==> src/rtl/gain_processor.sv <==
// Programmable-gain audio sample processor: offset-binary in, three-stage
// gain/mode/saturate pipeline, offset-binary out, with sticky clip monitoring.
module gain_processor #(
  parameter int DATA_W     = 10,
  parameter int GAIN_W     = 8,
  parameter int GAIN_FRAC  = 6,
  parameter int ADC_OFFSET = 512,
  parameter int DAC_OFFSET = 512,
  parameter int CNT_W      = 8
) (
  input  logic              sysclk,
  input  logic              rst_n,
  input  logic [DATA_W-1:0] data_in,
  input  logic              data_valid,
  input  logic [GAIN_W-1:0] gain,
  input  logic [1:0]        mode,
  input  logic              clip_clr,
  output logic [DATA_W-1:0] data_out,
  output logic              out_valid,
  output logic              clip_flag,
  output logic [CNT_W-1:0]  clip_count
);

  localparam int PW = DATA_W + GAIN_W + 1;

  localparam logic [1:0] MODE_PASS   = 2'b00;
  localparam logic [1:0] MODE_GAIN   = 2'b01;
  localparam logic [1:0] MODE_MUTE   = 2'b10;
  localparam logic [1:0] MODE_INVERT = 2'b11;

  localparam logic [DATA_W-1:0] ADC_OFF = DATA_W'(ADC_OFFSET);
  localparam logic [DATA_W-1:0] DAC_OFF = DATA_W'(DAC_OFFSET);
  localparam logic signed [PW-1:0] MAX_V = PW'(2 ** (DATA_W - 1) - 1);
  localparam logic signed [PW-1:0] MIN_V = -(PW'(2 ** (DATA_W - 1)));

  logic                     r_dv_q;
  logic                     r_v1;
  logic signed [DATA_W-1:0] r_x;
  logic [GAIN_W-1:0]        r_gain;
  logic [1:0]               r_mode;
  logic                     r_v2;
  logic signed [PW-1:0]     r_r;

  logic                     w_start;
  logic [DATA_W-1:0]        w_x;
  logic signed [PW-1:0]     w_x_ext;
  logic signed [PW-1:0]     w_gain_ext;
  logic signed [PW-1:0]     w_prod;
  logic signed [DATA_W:0]   w_x_wide;
  logic signed [DATA_W:0]   w_neg;
  logic signed [PW-1:0]     w_r;
  logic                     w_hi;
  logic                     w_lo;
  logic                     w_clip;
  logic [DATA_W-1:0]        w_sat;

  // A level on data_valid yields one sample; r_dv_q resets high so a level
  // held through reset release is not mistaken for a fresh sample.
  assign w_start = data_valid & ~r_dv_q;
  assign w_x     = data_in - ADC_OFF;

  always_ff @(posedge sysclk or negedge rst_n) begin
    if (!rst_n) begin
      r_dv_q <= 1'b1;
      r_v1   <= 1'b0;
      r_x    <= '0;
      r_gain <= '0;
      r_mode <= MODE_PASS;
    end else begin
      r_dv_q <= data_valid;
      r_v1   <= w_start;
      if (w_start) begin
        r_x    <= $signed(w_x);
        r_gain <= gain;
        r_mode <= mode;
      end
    end
  end

  assign w_x_ext    = PW'(r_x);
  assign w_gain_ext = $signed({{(PW - GAIN_W){1'b0}}, r_gain});
  assign w_prod     = w_x_ext * w_gain_ext;
  assign w_x_wide   = (DATA_W + 1)'(r_x);
  assign w_neg      = -w_x_wide;

  always_comb begin
    w_r = '0;
    case (r_mode)
      MODE_PASS:   w_r = w_x_ext;
      MODE_GAIN:   w_r = w_prod >>> GAIN_FRAC;
      MODE_MUTE:   w_r = '0;
      MODE_INVERT: w_r = PW'(w_neg);
      default:     w_r = '0;
    endcase
  end

  always_ff @(posedge sysclk or negedge rst_n) begin
    if (!rst_n) begin
      r_v2 <= 1'b0;
      r_r  <= '0;
    end else begin
      r_v2 <= r_v1;
      if (r_v1) begin
        r_r <= w_r;
      end
    end
  end

  assign w_hi   = (r_r > MAX_V);
  assign w_lo   = (r_r < MIN_V);
  assign w_clip = r_v2 & (w_hi | w_lo);

  always_comb begin
    w_sat = DATA_W'(r_r);
    if (w_hi) begin
      w_sat = DATA_W'(MAX_V);
    end else if (w_lo) begin
      w_sat = DATA_W'(MIN_V);
    end
  end

  always_ff @(posedge sysclk or negedge rst_n) begin
    if (!rst_n) begin
      data_out  <= DAC_OFF;
      out_valid <= 1'b0;
    end else begin
      out_valid <= r_v2;
      if (r_v2) begin
        data_out <= w_sat + DAC_OFF;
      end
    end
  end

  // A clip completing on the same edge as a clear survives as a single event.
  always_ff @(posedge sysclk or negedge rst_n) begin
    if (!rst_n) begin
      clip_flag  <= 1'b0;
      clip_count <= '0;
    end else if (clip_clr) begin
      clip_flag  <= w_clip;
      clip_count <= w_clip ? CNT_W'(1) : '0;
    end else if (w_clip) begin
      clip_flag <= 1'b1;
      if (clip_count != {CNT_W{1'b1}}) begin
        clip_count <= clip_count + CNT_W'(1);
      end
    end
  end

endmodule
==> config.mk <==
export PLATFORM = sky130hd
export DESIGN_NAME = gain_processor
export DESIGN_NICKNAME = d
export VERILOG_FILES = /design/src/rtl/gain_processor.sv
export SDC_FILE = /design/constraint.sdc
export NUM_CORES = 1
export LEC_CHECK = 0
export BUFFER_PORTS_ARGS = -buffer_cell sky130_fd_sc_hd__buf_2
export CAP_MARGIN = 20
export CELL_PAD_IN_SITES_DETAIL_PLACEMENT = 2
export CELL_PAD_IN_SITES_GLOBAL_PLACEMENT = 2
export CORE_ASPECT_RATIO = 0.6
export CORE_UTILIZATION = 39
export CTS_CLUSTER_DIAMETER = 40
export DETAILED_ROUTE_END_ITERATION = 8
export PLACE_DENSITY_LB_ADDON = 0.05
export SLEW_MARGIN = 15
export SYNTH_ARGS = -nofsm -noshare
export SYNTH_HDL_FRONTEND = slang
export SYNTH_SLANG_ARGS = --single-unit
==> constraint.sdc <==
create_clock -name sysclk -period 5.3 [get_ports sysclk]
set_input_delay 0.795 -clock sysclk [delete_from_list [all_inputs] [get_ports sysclk]]
set_output_delay 0.795 -clock sysclk [all_outputs]
set_load 0.02 [all_outputs]
==> impl_metrics.ini, run 1 <==
[run_status]
status = completed

[setup_path]
crit_fanout = 10
arrival_ns = 5.23
r2r_setup_slack_ns = 0.26
ff2ff_path_depth = 16
cp.required_ns = 5.49
crit_type = reg2reg
worst_setup_path_end_kind = flip-flop
r2r-end = r_r[17]$_DFFE_PN0P_
start_kind = flip-flop
reg2reg_from = r_gain[1]$_DFFE_PN0P_

[logic_synthesis]
synth_edf_count = 0
synth_top_area_frac = 0.2367
synth_seq_cells = 56
yosysWarningCount = 0
synth_async_sr_flop_share = 1.000
syn_area_mm2 = 0.005709
yosys_most_used_dff = dfrtp_1
synth_nets = 755
yosysTopAreaCell = dfrtp_1
ys_seq_area_frac = 0.2459
syn_inst = 630
syn-mean-instance-area_um2 = 9.062
synthTopCellsByArea = dfrtp_1 24%, fa_1 23%, inv_1 8.0%
synth.distinct_cells = 61

[sta]
clock_skew_ns = 0.006856
slew_headroom = 0.3700
fin_crit_ns = 5.044
setup_viol = 0
fin_crit_sh = 0.9517
hold_violations = 0
rsz0062_at_grt = no
holdWs_ns = 0.4857
worst_slack_ns = 0.2558
worst_pin_slew_ns = 0.9431
drv_slew = 0
fin_tns_setup_ns = 0
fmax_ghz = 0.1982

[drt]
vias = 4420
first_pass_iters = 4
drt_drc_violations_left = 0
drtAntennaViolNets = 0
wire_per_inst_um = 19.45
postRouteWirelength_um = 16630
routed_via_density = 5.170
drt_iter0_drc = 151

[floorplan]
fp.dieH_um = 95.72
num_io_pins = 44
initial_utilization = 0.4091
fp-row-count = 33
die_x_um = 158.2
core_mm2 = 0.01396
die_area_mm2 = 0.01514

[placed_design]
io_buffer_count = 43
dp.cells = 847
routabilityCongestion = 0.8399
post-place-ws_ns = 0.01927
dp_hpwl_um = 13400

[clock_tree]
htree_levels = 2
cts.clk_slew.worst_paths_ns = 0.08
insertion_delay_ns = 0.31
cts_hold_buf = 0
root_buffer = clkbuf_16
cts_buffers = 5
cts_tree = built
cts_sinks = 56
cts.path.max_buffers = 2

[layout]
drive_above_1_share = 0.1508
nets = 787
antenna_cells = 0
area_delta_synth_final_pct = 10.37
fillers = 1548
stdcell_count = 855

[global_routing]
grt_pass1_vias = 5001
grt_pass1_wl_um = 27570
groute.usage.overall = 0.2467
gr-total-overflow = 0
grt_antenna_before_repair = 0
grt_max_degree = 57

[hold_path]
whs_path_depth = 2
hp-start = data_out[9]$_DFFE_PN1P_
whs_endpoint = data_out[9]$_DFFE_PN1P_
hold_class = reg2reg

[flow_run]
cap_viol_max_count = 0
## area by class of cell
class	instances	area [um^2]	share of cell area
tap	192	240.2	0.03813
inverter	122	457.9	0.07268
timing repair buffer	55	305.3	0.04845
clock inverter	3	22.52	0.003574
sequential	56	1405	0.2230
clock buffer	5	125.1	0.01986
multi-input combinational	422	3745	0.5943
## layer usage
metal	routed length, um	share of wire	global-route usage
met2	7691	0.46	0.4035
met5	0	0	0
met4	132	0.0079	0.04567
met1	8405	0.51	0.3549
met3	402	0.024	0.02882
## repair_timing
action                     CTS  global route
setup buffers                0             0
gates resized for setup      0             5
setup endpoints to repair    0             5
## flip-flops by register name, summed over array words and instances (netlist names)
| signal | count |
|---|---|
| r_r | 13 |
| data_out | 10 |
| r_x | 10 |
| clip_count | 8 |
| r_gain | 8 |
| r_mode | 2 |
| clip_flag | 1 |
| out_valid | 1 |
| r_dv_q | 1 |
| r_v1 | 1 |
| r_v2 | 1 |
## cells in the final DEF, fill, tap and decap left out, types with 8 or more instances in the layout
cell,n
buf_2,43
o22ai_1,11
and2_1,46
o21ai_0,15
a21oi_1,21
nand3_1,9
dfrtp_1,53
mux2_2,16
fa_1,65
o21ai_1,8
nand2_1,64
inv_1,121
ha_1,35
buf_4,12
xnor2_1,14
nor3_1,9
nor2_1,32
## Yosys cell counts, types with 3 or more instances
cell	count
ha_1	36
and2_1	46
o211ai_1	3
nor2b_1	5
o21ai_0	15
a31oi_1	4
inv_1	121
clkbuf_1	25
o22ai_1	11
xnor2_1	14
nand2b_1	3
nor2_1	32
mux2_2	16
buf_2	4
nand3_1	9
mux2i_1	5
dfrtp_1	54
and3_1	4
a21oi_1	21
or3_1	5
o21ai_1	8
nand2_1	64
fa_1	65
a21o_1	3
nor3_1	10
## how the worst max path moves through the flow
stage / end / cells past startpoint / slack [ns] / from
final: r_r[17]$_DFFE_PN0P_ / 16 / 0.26 / r_gain[1]$_DFFE_PN0P_
after global routing: r_r[17]$_DFFE_PN0P_ / 16 / 0.01 / r_gain[1]$_DFFE_PN0P_
after CTS: r_r[17]$_DFFE_PN0P_ / 16 / 0.02 / r_gain[2]$_DFFE_PN0P_
after detailed placement: r_r[17]$_DFFE_PN0P_ / 16 / 0.02 / r_gain[2]$_DFFE_PN0P_
after global placement: r_r[17]$_DFFE_PN0P_ / 16 / 0.37 / r_gain[2]$_DFFE_PN0P_
after floorplan: r_r[17]$_DFFE_PN0P_ / 18 / 0.54 / r_x[9]$_DFFE_PN0P_
## worst max-delay path, stage by stage (launching register included)
cell and delay (ns):
dfrtp_1 0.51, and2_1 0.24, fa_1 0.57, inv_1 0.18, fa_1 0.59, inv_1 0.07, fa_1 0.49, inv_1 0.06
fa_1 0.53, inv_1 0.04, ha_1 0.40, nand3_1 0.18, nor3_4 0.30, a32oi_1 0.20, o211ai_2 0.19, mux2i_1 0.28
o22ai_2 0.09
## metrics by stage
stage | utilization | area [um^2]
after CTS | 0.4500 | 6280
after detailed placement | 0.4394 | 6132
after floorplan | - | 5709
after global placement | 0.4394 | 6132
after global routing | 0.4515 | 6301
final | 0.4515 | 6301
## kinds of logic (layout without fill, tap and decap cells)
family | Yosys count | after routing | share of synthesized area
AND/OR/NAND/NOR | 193 | 193 | 0.1692
buffers and inverters | 152 | 185 | 0.1021
adder cells (fa/ha/maj) | 101 | 101 | 0.3068
AO/OA/AOI/OAI | 91 | 91 | 0.1111
flip-flops | 56 | 56 | 0.2459
multiplexers | 21 | 21 | 0.04032
XOR/XNOR | 16 | 16 | 0.02455
Power of run 1 is left out: the tool's default activity adds up to more than one toggle a clock period on the data nets, which glitch-free logic cannot reach.
==> run 2: changes to the inputs <==
- CORE_UTILIZATION: 39 -> 35
- clock period: 5.3 -> 4.2 ns (I/O delays scaled with it)
==> run 2 against run 1 <==
The flow now finishes with violations (setup timing); worst hold slack worse by 0.12 ns; clock skew is 0.0032 ns higher; via count is 15% higher; first-iteration DRC count is 70% higher; clock-buffer cell count is 1 higher; cell count is 13% higher; sequential share of layout area is 4.1 points lower; routed wire length is 44% higher; design area is 24% higher; non-clock buffer count is 99 higher; highest routed layer unchanged.
==> impl_metrics.ini, run 2 (synthesis gave the netlist of run 1 again) <==
[run_status]
status = complete, but fails checks
failed_checks = setup timing

[floorplan]
num_io_pins = 44
core_mm2 = 0.01563
fp-row-count = 35
die_x_um = 166.9
die_area_mm2 = 0.01684
initial_utilization = 0.3652
fp.dieH_um = 100.9

[layout]
nets = 886
fillers = 1626
largest_registers = r_r (13), data_out (10), r_x (10)
multi_input_area_mm2 = 0.004305
drive_above_1_share = 0.3924
area_delta_synth_final_pct = 36.49
seq_area_mm2 = 0.001419
final_common_cell = inv_1
layout_common_cells = 101 x inv_1, 87 x buf_4, 59 x fa_1
top_register = r_r
largest_reg_flops = 13
antenna_cells = 0

[sta]
fin_crit_ns = 4.658
worst_slack_ns = -0.4581
rsz0062_at_grt = yes
setup_viol = 10
clock_skew_ns = 0.01004
worst_pin_slew_ns = 1.152
drv_slew = 0
fmax_ghz = 0.2147
holdWs_ns = 0.3611
slew_headroom = 0.2305
hold_violations = 0
fin_crit_sh = 1.109

[placed_design]
io_buffer_count = 43
dp_hpwl_um = 15050
routabilityCongestion = 0.8374

[drt]
postRouteWirelength_um = 23920
routed_via_density = 5.252
drt_drc_violations_left = 0
wire_per_inst_um = 24.79
drtAntennaViolNets = 0
vias = 5068
first_pass_iters = 4
drt_iter0_drc = 257

[setup_path]
critPathMaxStageDelay_ns = 0.59
arrival_ns = 4.89
crit_type = reg2reg
crit_slowest_cell = fa_1
crit_chain = buf_4 > nand2_1 > fa_1 > inv_1 > fa_1 > fa_1 > inv_1 > fa_1 > inv_1 > ha_4 > inv_2 > nor2_4 > a221o_1 > o21ai_2 > nand3b_1 > a41oi_2
worst_setup_path_end_kind = flip-flop
r2r-end = r_r[8]$_DFFE_PN0P_
reg2reg_from = r_x[5]$_DFFE_PN0P_
cpMostUsedCell = fa_1
cp.required_ns = 4.43
start_kind = flip-flop
crit_fanout = 4
r2r_setup_slack_ns = -0.46
ff2ff_path_depth = 16

[clock_tree]
cts_sinks = 56
cts.clk_slew.worst_paths_ns = 0.08
insertion_delay_ns = 0.32
cts.path.max_buffers = 2
cts_buffers = 5
htree_levels = 2
cts_tree = built
root_buffer = clkbuf_16

[global_routing]
grt_pass1_wl_um = 33140
grt_antenna_before_repair = 0
grt_max_degree = 33
gr-total-overflow = 0
grt_pass1_vias = 5704
groute.usage.overall = 0.2621

[hold_path]
hold_class = in2async

[flow_run]
cap_viol_max_count = 0
## run 2: worst max-delay path by stage
stage / slack, ns / startpoint / end
floorplan: -0.18 / r_x[9]$_DFFE_PN0P_ / r_r[17]$_DFFE_PN0P_
global placement: -0.37 / r_x[9]$_DFFE_PN0P_ / r_r[17]$_DFFE_PN0P_
detailed placement: -0.48 / r_x[9]$_DFFE_PN0P_ / r_r[17]$_DFFE_PN0P_
CTS: -0.23 / r_x[9]$_DFFE_PN0P_ / r_r[11]$_DFFE_PN0P_
global route: -0.61 / r_x[5]$_DFFE_PN0P_ / r_r[8]$_DFFE_PN0P_
finish: -0.46 / r_x[5]$_DFFE_PN0P_ / r_r[8]$_DFFE_PN0P_
## run 2: metrics by stage
step,cells,setup TNS [ns],util,setup slack (ns),cell area (um^2)
2_1_floorplan,630,-0.7453,-,-0.1769,5807
4_1_cts,940,-1.303,0.4710,-0.2293,7363
3_3_place_gp,917,-2.482,0.4265,-0.3734,6668
3_5_place_dp,917,-3.626,0.4265,-0.4804,6668
5_1_grt,965,-4.871,0.4984,-0.6052,7792
6_report,965,-3.429,0.4984,-0.4581,7792
## run 2: critical path: cells and delay by family (launching register included)
family | cells | cell delay, ns
buf+inv | 5 | 0.58
fa+ha+maj | 5 | 2.50
simple gates | 3 | 0.26
flops | 1 | 0.41
compound gates | 3 | 0.83
## run 2: layout make-up
type                       count  share of cell area
tap                          203             0.03259
timing repair buffer         154              0.1484
multi-input combinational    422              0.5525
inverter                     122             0.06021
clock inverter                 2            0.007707
clock buffer                   6             0.01654
sequential                    56              0.1821
## run 2: repair_timing
item | CTS | global route
pin swaps | 51 | 71
buffers inserted | 16 | 27
hold buffers | 0 | 0
endpoints found under the setup margin | 12 | 11
gates resized for setup | 90 | 58
## run 2: per-layer routing
metal / GRT usage / part of all wire / up-vias
met5: 0 / 0 / -
met4: 0.05983 / 0.023 / 0
met1: 0.3632 / 0.44 / 2659
met2: 0.4435 / 0.48 / 109
li1: - / - / 2261
met3: 0.02748 / 0.048 / 39
Power of run 2 is left out for the same reason.
==> run 3: changes to the inputs <==
- SKIP_CTS_REPAIR_TIMING: not set -> 1
==> run 3 against run 2 <==
The flow still finishes with violations (setup timing); worst hold slack worse by 0.011 ns; highest routed layer unchanged; utilization is 2.3 points lower; non-clock buffer count is 25 lower; critical path depth is 1 lower; routed wire length is 14% lower; cell count is 2.6% lower; via count is 3.4% lower; die area stayed put; flip-flop and latch count stayed put; register-to-register slack better by 0.03 ns; maximum frequency is 0.57% higher.
==> impl_metrics.ini, run 3 (synthesis gave the netlist of run 1 again) <==
[run_status]
status = complete, but fails checks
failed_checks = setup timing

[floorplan]
die_area_mm2 = 0.01684
num_io_pins = 44
fp.dieH_um = 100.9
core_mm2 = 0.01563
initial_utilization = 0.3652
fp-row-count = 35
die_x_um = 166.9

[layout]
multi_input_area_mm2 = 0.004178
layout_common_cells = 104 x inv_1, 69 x buf_4, 62 x fa_1
nets = 861
seq_area_mm2 = 0.001416
stdcell_area_mm2 = 0.007431
largest_registers = r_r (13), data_out (10), r_x (10)
final_common_cell = inv_1
area_delta_synth_final_pct = 30.16
drive_above_1_share = 0.3487
largest_reg_flops = 13
antenna_cells = 0
fillers = 1650
top_register = r_r

[global_routing]
grt_antenna_before_repair = 0
grt_max_degree = 33
groute.usage.overall = 0.2348
grt_pass1_wl_um = 30130
gr-total-overflow = 0
grt_pass1_vias = 5467

[setup_path]
crit_type = reg2reg
critical_path_buf_inv_count = 5
r2r-end = r_r[6]$_DFFE_PN0P_
crit_fanout = 7
reg2reg_from = r_x[9]$_DFFE_PN0P_
crit_start = r_x[9]$_DFFE_PN0P_
crit_chain = and2_4 > fa_1 > inv_2 > fa_1 > inv_1 > fa_1 > inv_2 > fa_1 > inv_2 > ha_4 > buf_4 > nand2b_1 > o21ai_0 > a2111oi_2 > a31oi_2
cpMostUsedCell = fa_1
r2r_setup_slack_ns = -0.43
path_delay_family = adder cells
crit_slowest_cell = fa_1
ff2ff_path_depth = 15
arrival_ns = 4.82
cp.required_ns = 4.38
start_kind = flip-flop
worst_setup_path_end_kind = flip-flop
critPathMaxStageDelay_ns = 0.60
crit_cells = 15

[drt]
drtAntennaViolNets = 0
drt_drc_violations_left = 0
vias = 4894
first_pass_iters = 4
drt_iter0_drc = 206
postRouteWirelength_um = 20590
wire_per_inst_um = 21.91
routed_via_density = 5.206

[clock_tree]
insertion_delay_ns = 0.32
htree_levels = 2
cts_sinks = 56
cts.clk_slew.worst_paths_ns = 0.09
cts_buffers = 5
root_buffer = clkbuf_16
cts.path.max_buffers = 2
cts_tree = built

[sta]
hold_violations = 0
worst_slack_ns = -0.4317
fin_crit_sh = 1.103
rsz0062_at_grt = yes
drv_slew = 0
fmax_ghz = 0.2159
clock_skew_ns = 0.01003
fin_crit_ns = 4.632
worst_pin_slew_ns = 1.240
slew_headroom = 0.1715
setup_viol = 9

[placed_design]
io_buffer_count = 43
dp_hpwl_um = 15050
routabilityCongestion = 0.8374
postPlaceCellArea_mm2 = 0.006668

[hold_path]
hold_class = in2async

[flow_run]
cap_viol_max_count = 0
-- run 3: cell types whose count changed in the layout (fill, tap and decap cells not counted), sizes merged --
cell	change
buf	-26
clkbuf	+1
clkinv	-1
inv	+1
-- run 3: final cells by class --
type / instances / share of cell area
Multi-Input combinational cell: 422 / 0.5622
Sequential cell: 56 / 0.1906
Timing Repair Buffer: 129 / 0.1259
Inverter: 122 / 0.06163
Tap cell: 203 / 0.03418
Clock buffer: 6 / 0.01734
Clock inverter: 2 / 0.008082
-- run 3: worst max path at each step --
stage                     slack, ns             endpoint
final                         -0.43   r_r[6]$_DFFE_PN0P_
after global routing          -0.60   r_r[6]$_DFFE_PN0P_
after CTS                     -0.54  r_r[11]$_DFFE_PN0P_
after detailed placement      -0.48  r_r[17]$_DFFE_PN0P_
after global placement        -0.37  r_r[17]$_DFFE_PN0P_
after floorplan               -0.18  r_r[17]$_DFFE_PN0P_
-- run 3: stage by stage --
stage	setup WS (ns)	hold WS [ns]	TNS [ns]	utilization	cells
2_1_floorplan	-0.1769	0.3344	-0.7453	-	630
5_1_grt	-0.5975	0.3921	-3.567	0.4753	940
3_3_place_gp	-0.3734	0.4591	-2.482	0.4265	917
6_report	-0.4317	0.3501	-2.098	0.4753	940
3_5_place_dp	-0.4804	0.4687	-3.626	0.4265	917
4_1_cts	-0.5421	0.3930	-4.326	0.4386	925
-- run 3: layer usage --
| metal | track usage | share of wire | vias to the layer above |
|---|---|---|---|
| li1 | - | - | 2213 |
| met3 | 0.02866 | 0.032 | 19 |
| met5 | 0 | 0 | - |
| met4 | 0.04131 | 0.013 | 0 |
| met2 | 0.3856 | 0.48 | 89 |
| met1 | 0.3360 | 0.47 | 2573 |
Power of run 3 is left out for the same reason.
